===== config.mk =====
export PLATFORM = sky130hd
export DESIGN_NAME = score_rr_sched_flat
export DESIGN_NICKNAME = d
export VERILOG_FILES = /design/src/rtl/score_pkg.sv /design/src/rtl/score_rr_sched_if.sv /design/src/rtl/score_rr_sched_bcd_digit_inc.sv /design/src/rtl/score_rr_sched.sv /design/src/flat_wrapper.sv
export SDC_FILE = /design/constraint.sdc
export NUM_CORES = 1
export LEC_CHECK = 0
export BUFFER_PORTS_ARGS = -buffer_cell sky130_fd_sc_hd__buf_2
export CAP_MARGIN = 0
export CORE_ASPECT_RATIO = 1.5
export CORE_MARGIN = 8
export CORE_UTILIZATION = 40
export DETAILED_ROUTE_END_ITERATION = 10
export SLEW_MARGIN = 20
export SYNTH_ARGS = -nofsm -noshare
export SYNTH_HDL_FRONTEND = slang
export SYNTH_SLANG_ARGS = --single-unit

===== constraint.sdc =====
create_clock -name clk -period 2.4 [get_ports clk]
set_input_delay 0.12 -clock clk [delete_from_list [all_inputs] [get_ports clk]]
set_output_delay 0.12 -clock clk [all_outputs]
set_load 0.02 [all_outputs]

===== src/rtl/score_pkg.sv =====
// Shared types and helpers for the round-robin BCD score scheduler.
package score_pkg;

    localparam int BCD_W = 4;
    localparam logic [BCD_W-1:0] BCD_MAX = 4'd9;
    localparam int MAX_PLAYERS = 8;

    typedef enum logic [1:0] {
        S_IDLE,
        S_INC,
        S_WRITE
    } state_t;

    // First set bit at or above ptr, wrapping modulo n; returns ptr when nothing is set.
    function automatic int rr_pick(input logic [MAX_PLAYERS-1:0] pend, input int ptr, input int n);
        int idx;
        rr_pick = ptr;
        for (int i = n - 1; i >= 0; i--) begin
            idx = (ptr + i) % n;
            if (pend[idx]) rr_pick = idx;
        end
    endfunction

endpackage


===== src/rtl/score_rr_sched_if.sv =====
// Key-request / score-update bundle between the debouncers, the scheduler and the display mux.
interface score_rr_sched_if
    import score_pkg::*;
#(
    parameter int N_PLAYERS = 2,
    parameter int DIGITS    = 3,
    parameter int ID_W      = 1
);
    logic [N_PLAYERS-1:0]              key_pulse;
    logic                              clr;
    logic [N_PLAYERS*BCD_W*DIGITS-1:0] score_flat;
    logic                              busy;
    logic                              upd_valid;
    logic [ID_W-1:0]                   upd_id;
    logic                              drop;

    modport master (
        output key_pulse, clr,
        input  score_flat, busy, upd_valid, upd_id, drop
    );

    modport slave (
        input  key_pulse, clr,
        output score_flat, busy, upd_valid, upd_id, drop
    );
endinterface


===== src/rtl/score_rr_sched_bcd_digit_inc.sv =====
// Single-digit BCD incrementer shared by all players; the scheduler walks it across digits.
module bcd_digit_inc
    import score_pkg::*;
(
    input  logic [BCD_W-1:0] digit,
    input  logic             cin,
    output logic [BCD_W-1:0] sum,
    output logic             cout
);
    always_comb begin
        sum  = digit;
        cout = 1'b0;
        if (cin) begin
            if (digit >= BCD_MAX) begin
                sum  = '0;
                cout = 1'b1;
            end else begin
                sum = digit + 1'b1;
            end
        end
    end
endmodule


===== src/rtl/score_rr_sched.sv =====
// Round-robin scheduler granting one player at a time to a shared one-digit-per-cycle BCD incrementer.
module score_rr_sched
    import score_pkg::*;
#(
    parameter int N_PLAYERS = 2,
    parameter int DIGITS    = 3,
    parameter int ID_W      = 1
)(
    input logic             clk,
    input logic             rst,
    score_rr_sched_if.slave bus
);
    localparam int SCORE_W = BCD_W * DIGITS;
    localparam int K_W     = $clog2(DIGITS + 1);
    // Digit index DIGITS is an extra slot spent when a carry leaves the top digit (999 -> 000).
    localparam logic [K_W-1:0] K_OVF = K_W'(DIGITS);

    state_t               state, state_nxt;
    logic [K_W-1:0]       dig_k, dig_k_nxt, dig_sel;
    logic [ID_W-1:0]      winner, winner_nxt, rr_ptr, rr_ptr_nxt;
    logic [SCORE_W-1:0]   work, work_nxt;
    logic [SCORE_W-1:0]   score [N_PLAYERS];
    logic [N_PLAYERS-1:0] pend, pend_nxt, grant_mask;
    logic                 do_write, drop_nxt;
    logic [BCD_W-1:0]     dig_in, dig_out;
    logic                 dig_cout;
    logic                 busy_r, upd_valid_r, drop_r;
    logic [ID_W-1:0]      upd_id_r;

    assign dig_sel = (dig_k < K_OVF) ? dig_k : '0;
    assign dig_in  = work[int'(dig_sel)*BCD_W +: BCD_W];

    bcd_digit_inc u_inc (
        .digit (dig_in),
        .cin   (1'b1),
        .sum   (dig_out),
        .cout  (dig_cout)
    );

    always_comb begin
        state_nxt  = state;
        dig_k_nxt  = dig_k;
        winner_nxt = winner;
        work_nxt   = work;
        rr_ptr_nxt = rr_ptr;
        grant_mask = '0;
        do_write   = 1'b0;
        case (state)
            S_IDLE: begin
                if (|pend) begin
                    winner_nxt = ID_W'(rr_pick(MAX_PLAYERS'(pend), int'(rr_ptr), N_PLAYERS));
                    work_nxt   = score[winner_nxt];
                    grant_mask = N_PLAYERS'(1) << winner_nxt;
                    dig_k_nxt  = '0;
                    state_nxt  = S_INC;
                end
            end
            S_INC: begin
                if (dig_k == K_OVF) begin
                    state_nxt = S_WRITE;
                end else begin
                    work_nxt[int'(dig_sel)*BCD_W +: BCD_W] = dig_out;
                    if (dig_cout) dig_k_nxt = dig_k + 1'b1;
                    else          state_nxt = S_WRITE;
                end
            end
            S_WRITE: begin
                do_write   = 1'b1;
                rr_ptr_nxt = (int'(winner) == N_PLAYERS - 1) ? '0 : winner + 1'b1;
                state_nxt  = S_IDLE;
            end
            default: state_nxt = S_IDLE;
        endcase
    end

    // A new press always survives a same-cycle grant; a press on a still-pending player is lost.
    assign pend_nxt = (pend & ~grant_mask) | bus.key_pulse;
    assign drop_nxt = |(bus.key_pulse & pend & ~grant_mask);

    always_ff @(posedge clk or posedge rst) begin
        if (rst) begin
            state       <= S_IDLE;
            dig_k       <= '0;
            winner      <= '0;
            rr_ptr      <= '0;
            pend        <= '0;
            busy_r      <= 1'b0;
            upd_valid_r <= 1'b0;
            upd_id_r    <= '0;
            drop_r      <= 1'b0;
            for (int p = 0; p < N_PLAYERS; p++) score[p] <= '0;
        end else if (bus.clr) begin
            state       <= S_IDLE;
            dig_k       <= '0;
            winner      <= '0;
            rr_ptr      <= '0;
            pend        <= '0;
            busy_r      <= 1'b0;
            upd_valid_r <= 1'b0;
            upd_id_r    <= '0;
            drop_r      <= 1'b0;
            for (int p = 0; p < N_PLAYERS; p++) score[p] <= '0;
        end else begin
            state       <= state_nxt;
            dig_k       <= dig_k_nxt;
            winner      <= winner_nxt;
            rr_ptr      <= rr_ptr_nxt;
            pend        <= pend_nxt;
            busy_r      <= (state_nxt != S_IDLE);
            upd_valid_r <= do_write;
            drop_r      <= drop_nxt;
            if (do_write) begin
                upd_id_r      <= winner;
                score[winner] <= work;
            end
        end
    end

    // Working copy is only meaningful between grant and write, so it carries no reset.
    always_ff @(posedge clk) begin
        work <= work_nxt;
    end

    for (genvar p = 0; p < N_PLAYERS; p++) begin : g_flat
        assign bus.score_flat[p*SCORE_W +: SCORE_W] = score[p];
    end

    assign bus.busy      = busy_r;
    assign bus.upd_valid = upd_valid_r;
    assign bus.upd_id    = upd_id_r;
    assign bus.drop      = drop_r;

endmodule


===== src/flat_wrapper.sv =====
// flat-port wrapper written by rule: the top's interface ports become plain ports
module score_rr_sched_flat import score_pkg::*;
#(
    parameter int N_PLAYERS = 2,
    parameter int DIGITS    = 3,
    parameter int ID_W      = 1
)
  (clk, rst, bus_key_pulse, bus_clr, bus_score_flat, bus_busy, bus_upd_valid, bus_upd_id, bus_drop);
  score_rr_sched_if #(.N_PLAYERS(N_PLAYERS), .DIGITS(DIGITS), .ID_W(ID_W)) bus_i ();
  input logic clk;
  input logic rst;
  input wire logic [$bits(bus_i.key_pulse)-1:0] bus_key_pulse;
  input wire logic [$bits(bus_i.clr)-1:0] bus_clr;
  output wire logic [$bits(bus_i.score_flat)-1:0] bus_score_flat;
  output wire logic [$bits(bus_i.busy)-1:0] bus_busy;
  output wire logic [$bits(bus_i.upd_valid)-1:0] bus_upd_valid;
  output wire logic [$bits(bus_i.upd_id)-1:0] bus_upd_id;
  output wire logic [$bits(bus_i.drop)-1:0] bus_drop;
  assign bus_i.key_pulse = bus_key_pulse;
  assign bus_i.clr = bus_clr;
  assign bus_score_flat = bus_i.score_flat;
  assign bus_busy = bus_i.busy;
  assign bus_upd_valid = bus_i.upd_valid;
  assign bus_upd_id = bus_i.upd_id;
  assign bus_drop = bus_i.drop;
  score_rr_sched #(.N_PLAYERS(N_PLAYERS), .DIGITS(DIGITS), .ID_W(ID_W)) u_core (.clk(clk), .rst(rst), .bus(bus_i));
endmodule

# Yosys cells after proc, flatten, opt, wreduce, memory -nomap -nowiden
# Index checks and enable logic that the tools add are counted.
[op_classes] n_reduce_logical=14 bitwise_logic=8 n_shift=4 n_addsub=5 n_eq_ne=8 magnitude_cmp=7 n_mux=49
[op_table] operator="$mux 12" n=6
[op_table] operator="$mux 24" n=2
[op_table] operator="$neg 4->33" n=1
[op_table] operator="$shift 4x33->12 const A" n=1
[op_table] operator="$shiftx 4x33->12" n=1
[op_table] operator="$bwmux 24" n=1
[op_table] operator="$mux 2" n=12
[op_table] operator="$pmux 12 s2" n=1
[op_table] operator="$mux 1" n=21
[op_table] operator="$bwmux 12" n=1
[op_table] operator="$demux 12 s1" n=1
[op_table] operator="$reduce_bool 2->1" n=6
[op_table] operator="$shiftx 12x5->4" n=1
[op_table] operator="$pmux 2 s2" n=2
[op_table] operator="$and 2x2->2" n=3
[op_table] operator="$ne 3x2->1 const B" n=2
[op_table] operator="$lt 2x5->1 const B" n=1
[op_table] operator="$add 4x1->4 const B" n=1
[op_table] operator="$eq 2x2->1 const B" n=2
[op_table] operator="$ge 2x2->1 const B" n=2
[op_table] operator="$ge 4x4->1 const B" n=1
[op_table] operator="$lt 1x4->1 const B" n=1
[op_table] operator="$mux 4" n=1
[op_table] operator="$not 1->2" n=2
[op_table] operator="20 further kinds" n=22
[word_totals] output_inout_bits=28 elab_cells=107 regBits=48

# Longest topological paths before layout
# Gate-level depths: netlist of the first run.
[depth] depth_word=16 ltp_mapped=13

# Cells and area by module
# Synthesis of the first run repeated with hierarchy kept, for this count alone.
[unflattened] cells_unflattened=215 area_unflattened_um2=2353.5
[by_module_without_submodules] module="score_rr_sched" cells_each=192 instances=1 area_per_inst_um2=2208.4 seq_area_each_um2=1261.2
[by_module_without_submodules] module="bcd_digit_inc" cells_each=23 instances=1 area_per_inst_um2=145.1 seq_area_each_um2=0.0

# Worst setup path after synthesis of the first run
# No wires, ideal clock.
[synth_path] path_kind="register -> register" from="reg u_core.dig_k[0]" to="reg u_core.work[8], data pin" path_slack_ns=-0.024 n_path_buf=2 period_less_slack_ns=2.424 stages_incl_launch_ff=13 setup_time_ns=0.176 arrival_ns=2.248 cell_sequence="dfrtp_1 -> inv_1 -> ha_1 -> buf_4 -> mux2i_1 -> o22a_1 -> inv_1 -> ha_1 -> and2b_1 -> o211ai_1 -> and2_1 -> buf_6 -> o32ai_1"
[synth_between] elab_chain_len=9 elab_cells_between_ends=12 classes_between="add/sub (2); order compare (2); shift (3); mux (5)"
[synth_lines] item="start, declared" line="score_rr_sched.sv:19" text="logic [K_W-1:0] dig_k, dig_k_nxt, dig_sel;"
[synth_lines] item="start signal, assigned" line="score_rr_sched.sv:105" text="dig_k <= dig_k_nxt;"
[synth_lines] item="$lt 2x2->1" line="score_rr_sched.sv:30" text="assign dig_sel = (dig_k < K_OVF) ? dig_k : '0;"
[synth_lines] item="$mux 2 (*)" line="score_rr_sched.sv:30"
[synth_lines] item="$shiftx 12x5->4" line="score_rr_sched.sv:31" text="assign dig_in = work[int'(dig_sel)*BCD_W +: BCD_W];"
[synth_lines] item="$add 4x1->4 or $ge 4x4->1 (tied branches)" line="score_rr_sched_bcd_digit_inc.sv:18, score_rr_sched_bcd_digit_inc.sv:14"
[synth_lines] item="$mux 4" line="score_rr_sched_bcd_digit_inc.sv:14" text="if (digit >= BCD_MAX) begin"
[synth_lines] item="$shiftx 4x33->12" line="score_rr_sched.sv:62" text="work_nxt[int'(dig_sel)*BCD_W +: BCD_W] = dig_out;"
[synth_lines] item="$bwmux 12 (*)" line="score_rr_sched.sv:62"
[synth_lines] item="$mux 12 (*)" line="score_rr_sched.sv:59" text="if (dig_k == K_OVF) begin"
[synth_lines] item="$pmux 12 s2 (*)" line="score_rr_sched.sv:48" text="case (state)"
[synth_lines] item="named net u_core.work_nxt[8]" line="score_rr_sched.sv:21" text="logic [SCORE_W-1:0] work, work_nxt;"
[synth_lines] item="end signal, assigned" line="score_rr_sched.sv:121" text="work <= work_nxt;"
[synth_lines] item="end, declared" line="score_rr_sched.sv:21"
# The timed path passes the listed nets; every way through them passes the cells marked *. The select of a mux whose other input is x is not followed.
# A chain may end at the register's enable or synchronous reset.

# Worst setup path in the final report of the first run
# Same ends and word-level chain as after synthesis.

==> out/summary.txt, run 1 <==
number of I/O port buffers - 32
Sequential Power Share - 51.2%
met2 global-route usage - 25.5%
num ports - 33
DRT iter0 DRCs - 95
share of layout cells above drive strength 1 - 27.3%
CP Max Fanout - 6
Fillers - 492
Die ar. - 0.00843 mm2
clock network power share - 25.8%
mapped cell area - 0.00228 mm2
Psw - 0.000597 W
sequential fraction of the synthesis area - 55.2%
synth-to-layout area growth - 20.4%
VDD IR-drop max - 0.293 mV
drt total wl - 5890 um
CTS clk-pin slew, worst paths - 0.09 ns
Switching Share - 31.8%
vias in the first global route - 1761
most frequent cells in the layout - dfrtp_1 (36), buf_2 (32), a22o_1 (24), nor2_1 (17), buf_4 (17)
total chip power - 0.00188 W
status - complete, but fails checks
Crit path arrival time - 2.40 ns
register bit count reported by yosys - 48
busiest grt layer - met2
# nets final - 254
final HPWL from detailed placement - 4380 um
Max Slew Vio Count - 0
vias - 1711
CTS Hold Buffers Added - 0
FP Rows - 33
Bufs on Longest Clock Path - 2
register area - 0.00126 mm2
Yosys warning count - 0
leakage - 1.28 nW
TritonRoute pass-1 iters - 4
Finished Cell Area - 0.00275 mm2
count of cell types in the netlist - 35
syn avg cell area - 11.7 um2
crit path launch type - flop
post-route clock skew - 0.00790 ns
fmax - 0.444 GHz
post-synth net total - 208
Worst Tran Pin Value - 1.03 ns
DP Cell Count - 301
gr usage total - 14.7%
relative slew slack - 30.8%
DIE HEIGHT - 109 um
Die W - 77.7 um
Placed Area - 0.00258 mm2
Hold Crit Class - input port to async pin
Final period util - 93.9%
remaining routing DRC violations - 0
largest net degree at the start of global routing - 23
# setup viols final - 0
Final Critical Period - 2.25 ns
M3 GR Usage - 2.99%
final hold vios - 20
vias per inst - 5.48
Mapped Cells - 195
Final ANT Viol Nets - 0
Internal - 0.00128 W
initial core utilization - 41.6%
GP Congestion - 0.912
Congestion Overflow GR - 0
clock latency reported for the late side of the worst-skew pair - 0.30 ns
Hold Worst Slack - -0.0204 ns
Core Region - 0.00549 mm2
root buf cell - clkbuf_8
first-pass GRT wire length - 9570 um
Avg WL per Cell - 18.9 um
Synth area leader - dfrtp_1
H-tree depth - 2
PwrDens - 683 mW/mm2
failing checks - hold timing
area share of the largest cell type after synthesis - 39.5%
initial antenna violation count - 0
Clock Sinks - 48
setup_tns - 0 ns
CTS buffer count - 5
area of the multi-input gates - 998 um2
combinational power share - 23.0%
commonest non-fill, non-tap cell in the layout - dfrtp_1
critical path class - flop to flop
CTS tree - yes
Cell Count, Final, Fillers Out - 312
met1 Use GR - 16.4%
Worst Path Required - 2.54 ns
Synth area leaders - dfrtp_1 (39%), edfxtp_1 (16%), a22o_1 (9.2%)
Antenna Cells - 0
max_cap viols - 0
CP Capture Type - flop
==> worst paths after layout <==
| path | endpoint | start | slack [ns] | depth (start not counted) |
|---|---|---|---|---|
| max | u_core.work[8] | u_core.dig_k[0] | 0.15 | 10 |
| min | u_core.bus.score_flat[0] | rst | -0.02 | 2 |
| max reg2reg | u_core.work[8] | u_core.dig_k[0] | 0.15 | 10 |
| min reg2reg | u_core.bus.upd_id | u_core.bus.upd_id | 0.50 | 1 |
| max in group asynchronous | u_core.bus.score_flat[7] | rst | 1.77 | 3 |
| min in group clk | u_core.pend[1] | bus_key_pulse[1] | 0.05 | 3 |
==> registers in the layout (all words and copies together) (netlist names) <==
signal,flops
u_core.bus.score_flat,24
u_core.bus.upd_id,1
u_core.winner,1
u_core.bus.drop,1
u_core.dig_k,2
u_core.bus.upd_valid,1
u_core.pend,2
u_core.rr_ptr,1
u_core.work,12
u_core.bus.busy,1
u_core.state,2
==> synth_stat cells (all sizes together) <==
master,instances
nor2,17
edfxtp,12
nand4b,1
nand2b,5
nand2,8
o21a,4
o211ai,1
a32oi,1
o22a,2
nand4,1
and3,2
a22o,24
clkbuf,4
nor2b,3
nand3b,2
and2b,1
o22ai,11
o32ai,1
ha,8
inv,7
buf,6
o21ai,1
and2,1
nand3,5
mux2i,17
nor3,3
maj3,1
nor4,1
a31oi,2
dfrtp,36
a21oi,7
==> power groups by stage <==
| stage | clock [W] | sequential [W] | combinational, W |
|---|---|---|---|
| after global placement | 0 | 0.000979 | 0.000398 |
| after CTS | 0.000501 | 0.000961 | 0.000408 |
| after detailed placement | 0 | 0.000978 | 0.000398 |
| after global routing | 0.000521 | 0.000972 | 0.000478 |
| final | 0.000485 | 0.000961 | 0.000431 |
| after floorplan | 0 | 0.000980 | 0.000253 |
==> layer usage <==
layer	part of all wire, %	up-vias
li1	-	815
met1	40	849
met2	52	36
met3	4.5	11
met4	3.1	0
met5	0	-
==> per-stage QoR <==
step	util, %	setup WS (ns)
finish	50.1	0.147
global route	50.1	-0.0168
CTS	48.8	0.00823
detailed placement	47.0	0.00364
global placement	46.9	0.0142
floorplan	-	0.0119
==> final cells by class <==
| type | instances | area share, % |
|---|---|---|
| Sequential cell | 48 | 45.9 |
| Inverter | 7 | 0.956 |
| Clock inverter | 3 | 0.683 |
| Clock buffer | 5 | 2.50 |
| Timing Repair Buffer | 49 | 10.5 |
| Multi-Input combinational cell | 130 | 36.3 |
| Tap cell | 70 | 3.19 |
==> critical path, stage by stage, from the launching register on <==
cell and delay (ns):
dfrtp_1 0.39, inv_2 0.09, ha_4 0.15, mux2i_1 0.20
o22a_1 0.20, inv_2 0.05, ha_1 0.16, and2b_1 0.21
o211ai_1 0.16, and2_4 0.23, o32ai_2 0.23
==> timing repair <==
item                       in CTS  in global routing
buffers inserted                0                  3
pin swaps                       0                  3
setup endpoints to repair       2                  9
gates cloned                    0                  0
resized for setup               2                  8
==> logic make-up (layout without fill, tap and decap cells) <==
family,Yosys count,in the layout,synth area share [%]
AOI/OAI and AO/OA,54,54,17.7
adders and majority gates,9,9,4.82
buffers and inverters,17,64,3.45
DFF,48,48,55.2
muxes,17,17,8.00
and+or+nand+nor,50,50,10.8
Power figures use the tool's default switching activity.
==> run 2, diff against run 1 <==
Settings changed: REMOVE_ABC_BUFFERS set to 1.
==> out/summary.txt, run 2 (same netlist as run 1, synthesis figures left out) <==
synth-to-layout area growth - 20.8%
crit-path leading delay family - compound AO/OA/AOI/OAI gates
largest net degree at the start of global routing - 37
critical path class - flop to flop
Fillers - 518
Post-Place Worst Slack - 0.00633 ns
initial core utilization - 41.6%
Final ANT Viol Nets - 0
root buf cell - clkbuf_8
PwrDens - 719 mW/mm2
CTS buffer count - 5
Psw - 0.000596 W
# setup viols final - 0
Final WS setup - 0.0719 ns
status - finished, final reports clean
DRT iter0 DRCs - 67
Max Slew Vio Count - 0
Antenna Cells - 0
vias - 1719
max FFs per register - 24
Die W - 77.7 um
final hold vios - 0
Hold Crit Class - input port to flop
R2R setup slack - 0.07 ns
fmax - 0.430 GHz
num ports - 33
vias per inst - 5.49
Congestion Overflow GR - 0
share of layout cells above drive strength 1 - 27.2%
critical path, cell by cell - inv_1 -> ha_2 -> mux2i_1 -> o22a_1 -> inv_1 -> ha_1 -> and2b_1 -> o211ai_1 -> and2_2 -> o32ai_1
H-tree depth - 2
Bufs on Longest Clock Path - 2
Worst Tran Pin Value - 0.932 ns
# nets final - 255
commonest non-fill, non-tap cell in the layout - dfrtp_1
Final period util - 97.0%
clock network power share - 30.3%
remaining routing DRC violations - 0
CP Capture Type - flop
gr usage total - 14.0%
Core Region - 0.00549 mm2
leakage - 1.29 nW
Sequential Power Share - 48.7%
first-pass GRT wire length - 9240 um
VDD IR-drop max - 0.378 mV
combinational power share - 21.0%
clock latency reported for the late side of the worst-skew pair - 0.31 ns
Avg WL per Cell - 18.2 um
vias in the first global route - 1837
Die ar. - 0.00843 mm2
Crit path arrival time - 2.46 ns
Clock Sinks - 48
CTS tree - yes
initial antenna violation count - 0
Internal - 0.00139 W
crit-path most repeated cell - inv_1
DIE HEIGHT - 109 um
GP Congestion - 0.864
final HPWL from detailed placement - 4110 um
RSZ-0062 raised after global routing - true
FP Rows - 33
most frequent cells in the layout - dfrtp_1 (36), buf_2 (32), a22o_1 (24), buf_4 (17)
Worst Path Required - 2.53 ns
crit path launch type - flop
CTS clk-pin slew, worst paths - 0.09 ns
setup_tns - 0 ns
CP Max Fanout - 6
Slowest-stage cell, CP - dfrtp_1
number of I/O port buffers - 32
TritonRoute pass-1 iters - 4
Switching Share - 30.1%
drt total wl - 5700 um
max_cap viols - 0
post-route clock skew - 0.0169 ns
max incr delay on CP - 0.39 ns
Crit path buffers/inverters - 2
relative slew slack - 37.9%
Final Critical Period - 2.33 ns
-- run 2: cell count changes in the layout (fill, tap and decap cells not counted), moves of 2 or more --
cell      delta
inv_1        +2
ha_2         +2
inv_2        -2
clkinv_2     -2
ha_4         -2
-- run 2: cell type report --
type | instances | area, um2 | area share, %
timing repair buffer | 50 | 298 | 10.8
clock buffer | 5 | 68.8 | 2.50
inverter | 7 | 26.3 | 0.953
sequential | 48 | 1260 | 45.7
multi-input combinational | 130 | 970 | 35.2
clock inverter | 3 | 46.3 | 1.68
tap | 70 | 87.6 | 3.18
-- run 2: final timing paths --
| kind | start | endpoint | depth (start not counted) |
|---|---|---|---|
| worst min register to register | u_core.bus.upd_id | u_core.bus.upd_id | 1 |
| min in group asynchronous | rst | u_core.bus.score_flat[9] | 4 |
| worst min-delay path | bus_key_pulse[1] | u_core.pend[1] | 3 |
| worst max register to register | u_core.dig_k[0] | u_core.work[8] | 10 |
| max in group asynchronous | rst | u_core.bus.score_flat[22] | 4 |
| worst max-delay path | u_core.dig_k[0] | u_core.work[8] | 10 |
-- run 2: per-stage QoR --
stage	util [%]	area [um2]	instances	hold slack [ns]	power (W)
final	50.2	2760	313	0.0488	0.00198
after CTS	49.8	2730	313	0.0442	0.00199
after global placement	47.2	2590	302	0.239	0.00137
after detailed placement	47.2	2590	302	0.251	0.00137
after global routing	50.2	2760	313	0.0661	0.00207
after floorplan	-	2230	185	0.183	0.00122
-- run 2: power by group through the flow --
stage	Combinational [W]	Sequential (W)	Clock [W]
2_1_floorplan	0.000236	0.000980	0
3_3_place_gp	0.000386	0.000979	0
3_5_place_dp	0.000392	0.000981	0
4_1_cts	0.000409	0.000964	0.000614
5_1_grt	0.000450	0.000973	0.000644
6_report	0.000417	0.000965	0.000600
-- run 2: worst min-delay path: stages --
cell     delay (ns)
buf_2          0.09
a21oi_1        0.04
nor2_1         0.07
-- run 2: layer usage --
layer	vias to the layer above	part of all wire (%)	global-route usage [%]
met4	0	2.2	5.42
met5	-	0	0
met1	844	38	14.4
li1	821	-	-
met3	9	5.1	3.74
met2	45	55	26.1
-- run 2: what timing repair did --
| action | CTS | global route |
|---|---|---|
| hold buffers | 1 | 0 |
| pin swaps | 1 | 2 |
| gates resized for setup | 0 | 7 |
| setup endpoints to repair | 1 | 10 |
| cloned | 0 | 0 |
| setup buffers | 2 | 0 |
| endpoints found under the hold margin | 36 | 0 |
